==> src/rtl/dmem_bridge_pkg.sv <==
// dmem_bridge_pkg: FSM state encodings, bus width constants and byte-lane
// constants for the data-memory bridge.
package dmem_bridge_pkg;

    typedef enum logic [1:0] {
        IDLE = 2'd0,
        REQ  = 2'd1,
        WAIT = 2'd2,
        DONE = 2'd3
    } state_t;

    localparam int BUS_ADDR_W = 32;
    localparam int BUS_DATA_W = 32;
    localparam int BUS_SEL_W  = BUS_DATA_W / 8;

    // Big-endian lanes: bit 3 selects bits [31:24], which is byte offset 00
    localparam logic [BUS_SEL_W-1:0] SEL_B0    = 4'b1000;
    localparam logic [BUS_SEL_W-1:0] SEL_B1    = 4'b0100;
    localparam logic [BUS_SEL_W-1:0] SEL_B2    = 4'b0010;
    localparam logic [BUS_SEL_W-1:0] SEL_B3    = 4'b0001;
    localparam logic [BUS_SEL_W-1:0] SEL_HALF0 = 4'b1100;
    localparam logic [BUS_SEL_W-1:0] SEL_HALF1 = 4'b0011;
    localparam logic [BUS_SEL_W-1:0] SEL_WORD  = 4'b1111;

endpackage

==> src/rtl/dmem_store_buffer.sv <==
// dmem_store_buffer: one-entry posted-store holder (valid, addr, sel, wdata)
// with push/pop; push wins if both are asserted together.
module dmem_store_buffer
    import dmem_bridge_pkg::*;
#(
    parameter int ADDR_W = BUS_ADDR_W,
    parameter int DATA_W = BUS_DATA_W,
    parameter int SEL_W  = DATA_W / 8
) (
    input  logic              clk,
    input  logic              rst,
    input  logic              push,
    input  logic              pop,
    input  logic [ADDR_W-1:0] push_addr,
    input  logic [SEL_W-1:0]  push_sel,
    input  logic [DATA_W-1:0] push_wdata,
    output logic              valid,
    output logic [ADDR_W-1:0] addr,
    output logic [SEL_W-1:0]  sel,
    output logic [DATA_W-1:0] wdata
);

    always_ff @(posedge clk) begin
        if (rst) begin
            valid <= 1'b0;
            addr  <= '0;
            sel   <= '0;
            wdata <= '0;
        end else if (push) begin
            valid <= 1'b1;
            addr  <= push_addr;
            sel   <= push_sel;
            wdata <= push_wdata;
        end else if (pop) begin
            valid <= 1'b0;
        end
    end

endmodule

==> src/rtl/dmem_bridge.sv <==
// dmem_bridge: turns the memory stage's single-cycle access into a valid/ready
// bus transaction and stalls until it completes. DMEM_STORE_BUFFER_EN adds a one-entry posted store buffer.
module dmem_bridge
    import dmem_bridge_pkg::*;
#(
    parameter int ADDR_W = BUS_ADDR_W,
    parameter int DATA_W = BUS_DATA_W
) (
    input  logic                clk,
    input  logic                rst,
    input  logic                flush,
    input  logic                req_ce,
    input  logic                req_we,
    input  logic [DATA_W/8-1:0] req_sel,
    input  logic [ADDR_W-1:0]   req_addr,
    input  logic [DATA_W-1:0]   req_wdata,
    output logic [DATA_W-1:0]   rdata_o,
    output logic                stall_o,
    output logic                bus_req_valid,
    input  logic                bus_req_ready,
    output logic                bus_req_we,
    output logic [DATA_W/8-1:0] bus_req_sel,
    output logic [ADDR_W-1:0]   bus_req_addr,
    output logic [DATA_W-1:0]   bus_req_wdata,
    input  logic                bus_resp_valid,
    input  logic [DATA_W-1:0]   bus_resp_rdata
);

    localparam int SEL_W = DATA_W / 8;

    state_t            state, state_nx;
    logic              drop, drop_nx, dropped, launch, drain;
    logic              src_we;
    logic [SEL_W-1:0]  src_sel;
    logic [ADDR_W-1:0] src_addr;
    logic [DATA_W-1:0] src_wdata;

`ifdef DMEM_STORE_BUFFER_EN
    logic              sb_valid, sb_push, sb_pop;
    logic [ADDR_W-1:0] sb_addr;
    logic [SEL_W-1:0]  sb_sel;
    logic [DATA_W-1:0] sb_wdata;

    assign sb_push = state == IDLE && req_ce && req_we && !sb_valid && !flush;
    assign sb_pop  = state == WAIT && bus_resp_valid && sb_valid;

    dmem_store_buffer #(
        .ADDR_W(ADDR_W),
        .DATA_W(DATA_W),
        .SEL_W (SEL_W)
    ) u_store_buffer (
        .clk       (clk),
        .rst       (rst),
        .push      (sb_push),
        .pop       (sb_pop),
        .push_addr (req_addr),
        .push_sel  (req_sel),
        .push_wdata(req_wdata),
        .valid     (sb_valid),
        .addr      (sb_addr),
        .sel       (sb_sel),
        .wdata     (sb_wdata)
    );

    // An occupied buffer is drained before anything else is launched
    assign drain     = sb_valid;
    assign launch    = state == IDLE && (sb_valid || (req_ce && !flush && !sb_push));
    assign src_we    = sb_valid || req_we;
    assign src_sel   = sb_valid ? sb_sel : req_sel;
    assign src_addr  = sb_valid ? sb_addr : req_addr;
    assign src_wdata = sb_valid ? sb_wdata : req_wdata;
    assign stall_o   = req_ce && state != DONE && !sb_push;
`else
    assign drain     = 1'b0;
    assign launch    = state == IDLE && req_ce && !flush;
    assign src_we    = req_we;
    assign src_sel   = req_sel;
    assign src_addr  = req_addr;
    assign src_wdata = req_wdata;
    assign stall_o   = req_ce && state != DONE;
`endif

    // A flush in the response cycle itself must also suppress the load result
    assign dropped = drop || flush;

    always_comb begin
        state_nx = state;
        case (state)
            IDLE:    state_nx = launch ? REQ : IDLE;
            REQ:     state_nx = bus_req_ready ? WAIT : REQ;
            WAIT:    state_nx = !bus_resp_valid ? WAIT : (dropped || drain) ? IDLE : DONE;
            default: state_nx = IDLE;
        endcase
        drop_nx = state_nx == IDLE ? 1'b0 : drop || (flush && (state == REQ || state == WAIT));
    end

    always_ff @(posedge clk) begin
        if (rst) begin
            state         <= IDLE;
            drop          <= 1'b0;
            bus_req_valid <= 1'b0;
            bus_req_we    <= 1'b0;
            bus_req_sel   <= '0;
            bus_req_addr  <= '0;
            bus_req_wdata <= '0;
            rdata_o       <= '0;
        end else begin
            state         <= state_nx;
            drop          <= drop_nx;
            bus_req_valid <= state_nx == REQ;
            if (launch) begin
                bus_req_we    <= src_we;
                bus_req_sel   <= src_sel;
                bus_req_addr  <= src_addr;
                bus_req_wdata <= src_wdata;
            end
            if (state == WAIT && bus_resp_valid && !bus_req_we && !dropped)
                rdata_o <= bus_resp_rdata;
        end
    end

endmodule
==> config.mk <==
export PLATFORM = sky130hd
export DESIGN_NAME = dmem_bridge
export DESIGN_NICKNAME = d
export VERILOG_FILES = /design/src/rtl/dmem_bridge_pkg.sv /design/src/rtl/dmem_store_buffer.sv /design/src/rtl/dmem_bridge.sv
export SDC_FILE = /design/constraint.sdc
export NUM_CORES = 1
export LEC_CHECK = 0
export ABC_CLOCK_PERIOD_IN_PS = 1600
export CAP_MARGIN = 20
export CORE_UTILIZATION = 41
export CTS_BUF_LIST = sky130_fd_sc_hd__clkbuf_4
export DETAILED_ROUTE_END_ITERATION = 8
export PLACE_DENSITY_LB_ADDON = 0.08
export SETUP_SLACK_MARGIN = 0.2
export SLEW_MARGIN = 20
export SYNTH_ARGS = -nofsm -noshare
export SYNTH_HDL_FRONTEND = slang
export SYNTH_SLANG_ARGS = --single-unit
==> constraint.sdc <==
create_clock -name clk -period 1.6 [get_ports clk]
set_input_delay 0.4 -clock clk [delete_from_list [all_inputs] [get_ports clk]]
set_output_delay 0.4 -clock clk [all_outputs]
set_load 0.01 [all_outputs]
==> summary.md, run 1 <==
| Metric | Value |
|---|---|
| Count of antenna diodes in the layout | `0` |
| Number of antenna violations at the first check in global routing | `0` |
| Area share of the largest cell type after synthesis | `51.85%` |
| Power Total | `5.471 mW` |
| Summed area of non-filler cells in the final layout | `7774 µm²` |
| # hold bufs at CTS | `0` |
| Floorplan die width | `101.4 µm` |
| Post-synthesis cell type count | `25` |
| DIE AREA | `10,290 µm²` |
| Chip Height | `101.4 µm` |
| Library cell contributing the largest single delay on the critical path | `dfxtp_2` |
| Detailed-route via count | `4,297` |
| Sinks on Clock Net | `105` |
| Largest stage delay, worst path | `0.37 ns` |
| Max-cap violations | `0` |
| Stages on the worst setup path | `3` |
| Cells on Worst Hold Path | `2` |
| R2R setup slack | `-0.01 ns` |
| Setup repair after global routing missed its margin | `yes` |
| Most frequently used flop master after synthesis | `dfxtp_1` |
| Initial core utilization | `43.06%` |
| Post-Syn Instances | `464` |
| First-pass iteration count of the detailed router | `4` |
| Largest clock skew in the final design | `0.02836 ns` |
| Top achievable clock speed | `618.0 MHz` |
| Clock tree from TritonCTS | `built` |
| Largest vdd supply drop | `0.4671 mV` |
| Worst setup path category | `flip-flop to primary output` |
| Leakage | `3.477 nW` |
| Share of cells above drive strength 1 | `60.77%` |
| Flops & latches, synth | `105` |
| Number of nets in the final layout | `830` |
| Final estimated routing congestion in global placement | `0.7641` |
| Area leader, netlist | `dfxtp_1` |
| Post-Place Setup Slack | `-0.3247 ns` |
| Failing checks | `negative setup slack` |
| Result of the run | `finished, violations left` |
| Number of fill cells in the layout | `543` |
| Startpoint type of the worst setup path | `flip-flop` |
| Area growth from synthesis to final layout | `91.76%` |
| YS warnings | `0` |
| Category of the worst setup path capture point | `primary output` |
| Vias in the first global route | `3,899` |
| Detailed Place HPWL | `7.758 mm` |
| Fraction of synthesis flops using an asynchronous set or reset pin | `0%` |
| P per Cell Area | `703.7 nW/µm²` |
| Pins over their slew limit | `0` |
| DRC viols | `0` |
| Signal arrival time at the worst endpoint | `1.22 ns` |
| Shortest clock period the worst path allows after layout | `1.618 ns` |
| Gr usage total | `23.51%` |
| Number of top-level design ports | `210` |
| Grt total ovfl | `0` |
| Via density per instance | `5.038` |
| Clock buffer count from CTS | `9` |
| ANT nets after route | `0` |
| First-pass GRT wire length | `18.59 mm` |
| Maximum number of pins on one net before global-route repair | `46` |
| Initial DRC count | `121` |
| Proportion of synthesized chip area in sequential cells | `51.85%` |
| Worst Hold Class | `primary input to flip-flop` |
| Commonest non-fill, non-tap cells in the layout | `clkdlybuf4s50_1 (105), dfxtp_2 (103), buf_2 (92)` |
| Post-placement cell area | `6341 µm²` |
| Ordered list of cells on the worst path | `ha_4 > nor2b_1 > buf_2` |
| CTS Buffer Depth | `2` |
| H-tree depth | `3` |
| Post-Syn Area | `4054 µm²` |
| Number of hold-slack violations in the final timing report | `0` |
| Placeable core region | `9415 µm²` |
| Setup violations, final | `2` |
| Routed wire per std cell | `17.57 µm` |
| CTS root buf | `clkbuf_4` |
| Worst max-slew margin expressed relative to the limit | `62.01%` |
| Synthesized area divided by synthesized cell count | `8.737 µm²` |
| Largest cells by area after synthesis | `dfxtp_1 (52%), nand2_1 (13%), nand2b_1 (9.9%), a21oi_1 (8.8%), mux2i_1 (7.9%)` |
| Largest fanout of any net on the critical path | `2` |
| Leading cell type in the layout, fill and taps excluded | `clkdlybuf4s50_1` |
| Number of nets in the synthesized netlist | `575` |
| Count of port buffers added during placement | `209` |
| Clock latency reported for the late side of the worst-skew pair | `0.44 ns` |
| Final clock period utilization by the worst path | `101.1%` |
| Least-Margin Pin Slew | `0.5698 ns` |
| Clock-pin transition on the worst setup and hold timing paths | `0.18 ns` |
| Number of cell instances on the worst register-to-register path | `8` |
| Worst EP required | `1.20 ns` |
| EDFF count, synth | `0` |
| Number of standard-cell rows in the floorplan | `35` |
| Crit path buf inv count | `1` |
| Wirelength, routed | `14.99 mm` |
| Worst path top cell family by delay | `flip-flops` |
| Fin worst setup slack | `-0.01809 ns` |
-- through the flow --
step / hold slack (ns) / utilization [%] / TNS [ns] / cells
3_3_place_gp: 0.4412 / 67.35 / -16.61 / 786
6_report: 0.3132 / 82.56 / -0.02403 / 853
4_1_cts: 0.2885 / 71.16 / -0.003708 / 840
3_5_place_dp: 0.4455 / 67.35 / -18.87 / 786
5_1_grt: 0.2981 / 82.56 / -1.397 / 853
2_1_floorplan: 0.4805 / - / 0 / 464
-- kinds of logic after synthesis --
kind of cell / synth area share, %
mux: 7.901
buf+inv: 4.691
flops: 51.85
fa+ha+maj: 1.235
simple gates: 24.51
compound gates: 9.815
-- what timing repair did --
action / 4_1_cts / 5_1_grt
pin swaps: 31 / 116
setup buffers: 28 / 7
endpoints found under the setup margin: 205 / 119
cloned: 10 / 6
gates resized for setup: 547 / 224
-- final cells by class --
cell class	instances	area (µm²)	area share, %
clock buffer	9	67.56	0.8691
inverter	2	15.01	0.1931
timing repair buffer	277	2628	33.80
tap	129	161.4	2.076
clock inverter	7	75.07	0.9657
sequential	105	2231	28.70
multi-input combinational	324	2596	33.40
-- power by group --
group          switching (mW)  internal, mW  total (mW)
Clock                   0.914         0.493        1.41
Sequential             0.0546          2.73        2.78
Combinational           0.588         0.694        1.28
-- Yosys cell counts, types with 2 or more instances --
cell	instances
inv_1	2
ha_1	4
buf_6	5
clkbuf_1	12
nand2b_1	64
nand2_1	139
buf_2	14
a21oi_1	71
mux2i_1	32
nor2b_1	2
dfxtp_1	105
-- routing by layer --
layer  up-vias  share of wire [%]  global-route usage [%]
li1       2006                  -                       -
met1      2078                 39                   26.37
met2       169                 52                   42.80
met3        44                5.7                   5.659
met4         0                3.5                   9.253
met5         -                  0                       0
-- sequential cells by signal (all words and copies together) (netlist names) --
signal and flops:
bus_req_addr 32, bus_req_sel 4, bus_req_valid 1, bus_req_wdata 32, bus_req_we 1, drop 1, rdata_o 32, state 2
-- path summary, 6_finish.rpt --
path	to	start
worst max-delay path	stall_o	state[0]
worst min-delay path	bus_req_wdata[18]	rst
worst max register to register	rdata_o[15]	state[0]
worst min register to register	bus_req_addr[3]	bus_req_addr[3]
(Power assumes the default switching activity.)
==> run 2: changes to the inputs <==
--- a/config.mk
+++ b/config.mk
@@ -11,6 +11,7 @@
 export CTS_BUF_LIST = sky130_fd_sc_hd__clkbuf_4
 export DETAILED_ROUTE_END_ITERATION = 8
 export PLACE_DENSITY_LB_ADDON = 0.08
+export REMOVE_ABC_BUFFERS = 1
 export SETUP_SLACK_MARGIN = 0.2
 export SLEW_MARGIN = 20
 export SYNTH_ARGS = -nofsm -noshare
==> summary.md, run 2 (synthesis gave the netlist of run 1 again) <==
| Metric | Value |
|---|---|
| Fin worst setup slack | `0.003806 ns (+0.02190 ns)` |
| Detailed-route via count | `3,957 (-7.9%)` |
| Largest fanout of any net on the critical path | `8 (+6)` |
| Clock-pin transition on the worst setup and hold timing paths | `0.17 ns (about the same)` |
| Routed wire per std cell | `14.73 µm (-16%)` |
| Result of the run | `complete, no violations` |
| Summed area of non-filler cells in the final layout | `6601 µm² (-15%)` |
| Flip-flop and latch area | `2232 µm² (about the same)` |
| Number of standard-cell rows in the floorplan | `35 (unchanged)` |
| Post-Place Setup Slack | `-0.3391 ns (-0.01433 ns)` |
| Most frequent CP cell | `buf_6` |
| Worst EP required | `1.95 ns (+0.75 ns)` |
| Wirelength, routed | `12.18 mm (-19%)` |
| Number of antenna violations at the first check in global routing | `0 (unchanged)` |
| Ordered list of cells on the worst path | `buf_6 > inv_4 > ha_4 > nand3b_1 > nor3_4 > buf_6 > buf_12 > mux2i_1` |
| Share of cells above drive strength 1 | `42.26% (-19 points)` |
| Largest clock skew in the final design | `0.02419 ns (-0.004172 ns)` |
| Grt total ovfl | `0 (unchanged)` |
| Gr usage total | `22.21% (-1.3 points)` |
| Number of nets in the final layout | `804 (-3.1%)` |
| Leakage | `2.739 nW (-21%)` |
| Final clock period utilization by the worst path | `99.76% (-1.4 points)` |
| Count of port buffers added during placement | `209 (unchanged)` |
| Leading cell type in the layout, fill and taps excluded | `nand2_1` |
| Setup violations, final | `0 (-2)` |
| DRC viols | `0 (unchanged)` |
| P per Cell Area | `786.0 nW/µm² (+12%)` |
| Initial DRC count | `78 (-36%)` |
| Top achievable clock speed | `626.5 MHz (+1.4%)` |
| Max-cap violations | `0 (unchanged)` |
| Floorplan die width | `101.4 µm (unchanged)` |
| Commonest non-fill, non-tap cells in the layout | `nand2_1 (139), clkdlybuf4s50_1 (105), dfxtp_2 (104)` |
| ANT nets after route | `0 (unchanged)` |
| Least-Margin Pin Slew | `0.3087 ns (-0.2611 ns)` |
| Sinks on Clock Net | `105 (unchanged)` |
| Total instance count after detailed placement | `789 (+0.38%)` |
| DIE AREA | `10,290 µm² (unchanged)` |
| CTS root buf | `clkbuf_4` |
| Count of antenna diodes in the layout | `0 (unchanged)` |
| Largest stage delay, worst path | `0.37 ns (about the same)` |
| Worst max-slew margin expressed relative to the limit | `79.28% (+17 points)` |
| Shortest clock period the worst path allows after layout | `1.596 ns (-0.02190 ns)` |
| Maximum number of pins on one net before global-route repair | `56 (+22%)` |
| Power Total | `5.189 mW (-5.1%)` |
| Chip Height | `101.4 µm (unchanged)` |
| Footprint of the multi-input gates | `1883 µm² (-27%)` |
| Category of the worst setup path capture point | `flip-flop` |
| Clock buffer count from CTS | `9 (unchanged)` |
| Crit path buf inv count | `4 (+3)` |
| Worst path top cell family by delay | `buffers and inverters` |
| Placeable core region | `9415 µm² (unchanged)` |
| H-tree depth | `3 (unchanged)` |
| Signal arrival time at the worst endpoint | `1.95 ns (+0.73 ns)` |
| Final-layout worst hold slack | `0.3007 ns (-0.01246 ns)` |
| Worst setup path category | `flip-flop to flip-flop` |
| Setup total negative slack | `0 ns (+0.02403 ns)` |
| Detailed Place HPWL | `7.902 mm (+1.9%)` |
| Initial core utilization | `43.06% (unchanged)` |
| Post-placement cell area | `6349 µm² (+0.12%)` |
| Library cell contributing the largest single delay on the critical path | `dfxtp_2` |
| First-pass GRT wire length | `17.86 mm (-3.9%)` |
| Final estimated routing congestion in global placement | `0.7912 (+3.5%)` |
| Final instance count without filler cells | `827 (-3.0%)` |
| First-pass iteration count of the detailed router | `4 (unchanged)` |
| Setup repair after global routing missed its margin | `yes` |
| Top Registers | `bus_req_addr: 32 flops, bus_req_wdata: 32 flops, rdata_o: 32 flops` |
| Vias in the first global route | `3,745 (-3.9%)` |
| Startpoint type of the worst setup path | `flip-flop` |
| Number of top-level design ports | `210 (unchanged)` |
| Number of fill cells in the layout | `781 (+44%)` |
| Worst Hold Class | `primary input to flip-flop` |
| Clock latency reported for the late side of the worst-skew pair | `0.45 ns (about the same)` |
| Final Util | `70.11% (-12 points)` |
| Number of hold-slack violations in the final timing report | `0 (unchanged)` |
| Via density per instance | `4.785 (-5.0%)` |
| Area growth from synthesis to final layout | `62.84%` |
| Clock tree from TritonCTS | `built` |
| CTS Buffer Depth | `2 (unchanged)` |
| Pins over their slew limit | `0 (unchanged)` |
| Largest vdd supply drop | `0.4252 mV (-9.0%)` |
==> run 2: cell count changes in the layout (fill, tap and decap cells not counted), moves of 10 or more <==
cell	delta
a21oi_2	-47
nand2_1	+71
buf_2	+10
nand2_4	-68
buf_6	-20
a21oi_1	+48
==> run 2: final cells by class <==
type / instances / area share, %
Sequential cell: 105 / 33.81
Timing Repair Buffer: 251 / 32.64
Multi-Input combinational cell: 324 / 28.53
Tap cell: 129 / 2.445
Clock inverter: 7 / 1.403
Clock buffer: 9 / 1.024
Inverter: 2 / 0.1516
==> run 2: routing by layer <==
metal / global-route usage, % / vias to the layer above / wire length [µm]
met4: 9.142 / 0 / 307
li1: - / 1954 / -
met2: 38.36 / 165 / 5945
met5: 0 / - / 0
met3: 6.625 / 31 / 963
met1: 25.68 / 1807 / 4968
==> run 2: final timing paths <==
kind	startpoint	end	slack, ns	depth (start not counted)
worst max-delay path	state[0]	rdata_o[24]	0.004	8
worst min-delay path	rst	bus_req_addr[24]	0.30	2
worst max register to register	state[0]	rdata_o[24]	0.004	8
worst min register to register	bus_req_wdata[15]	bus_req_wdata[15]	0.46	2
==> run 2: worst register-to-register path, cell delays in order (launching register included) <==
cell and delay [ns]:
dfxtp_2 0.37, buf_6 0.12, inv_4 0.05, ha_4 0.12
nand3b_1 0.14, nor3_4 0.19, buf_6 0.16, buf_12 0.14
mux2i_1 0.22
==> run 2: timing repair <==
action                                  CTS  global route
endpoints found under the setup margin  205           105
endpoints found under the hold margin     0             0
pin swaps                                 4             3
buffers inserted                         14             0
hold buffers                              0             0
gates cloned                              3             5
resized for setup                       523            35
==> run 2: report_power, final <==
part	switching [mW]	internal [mW]	leakage [nW]	total, mW
clock	0.877	0.633	0.0816	1.51
sequential	0.0451	2.73	0.901	2.77
combinational	0.385	0.521	1.76	0.907
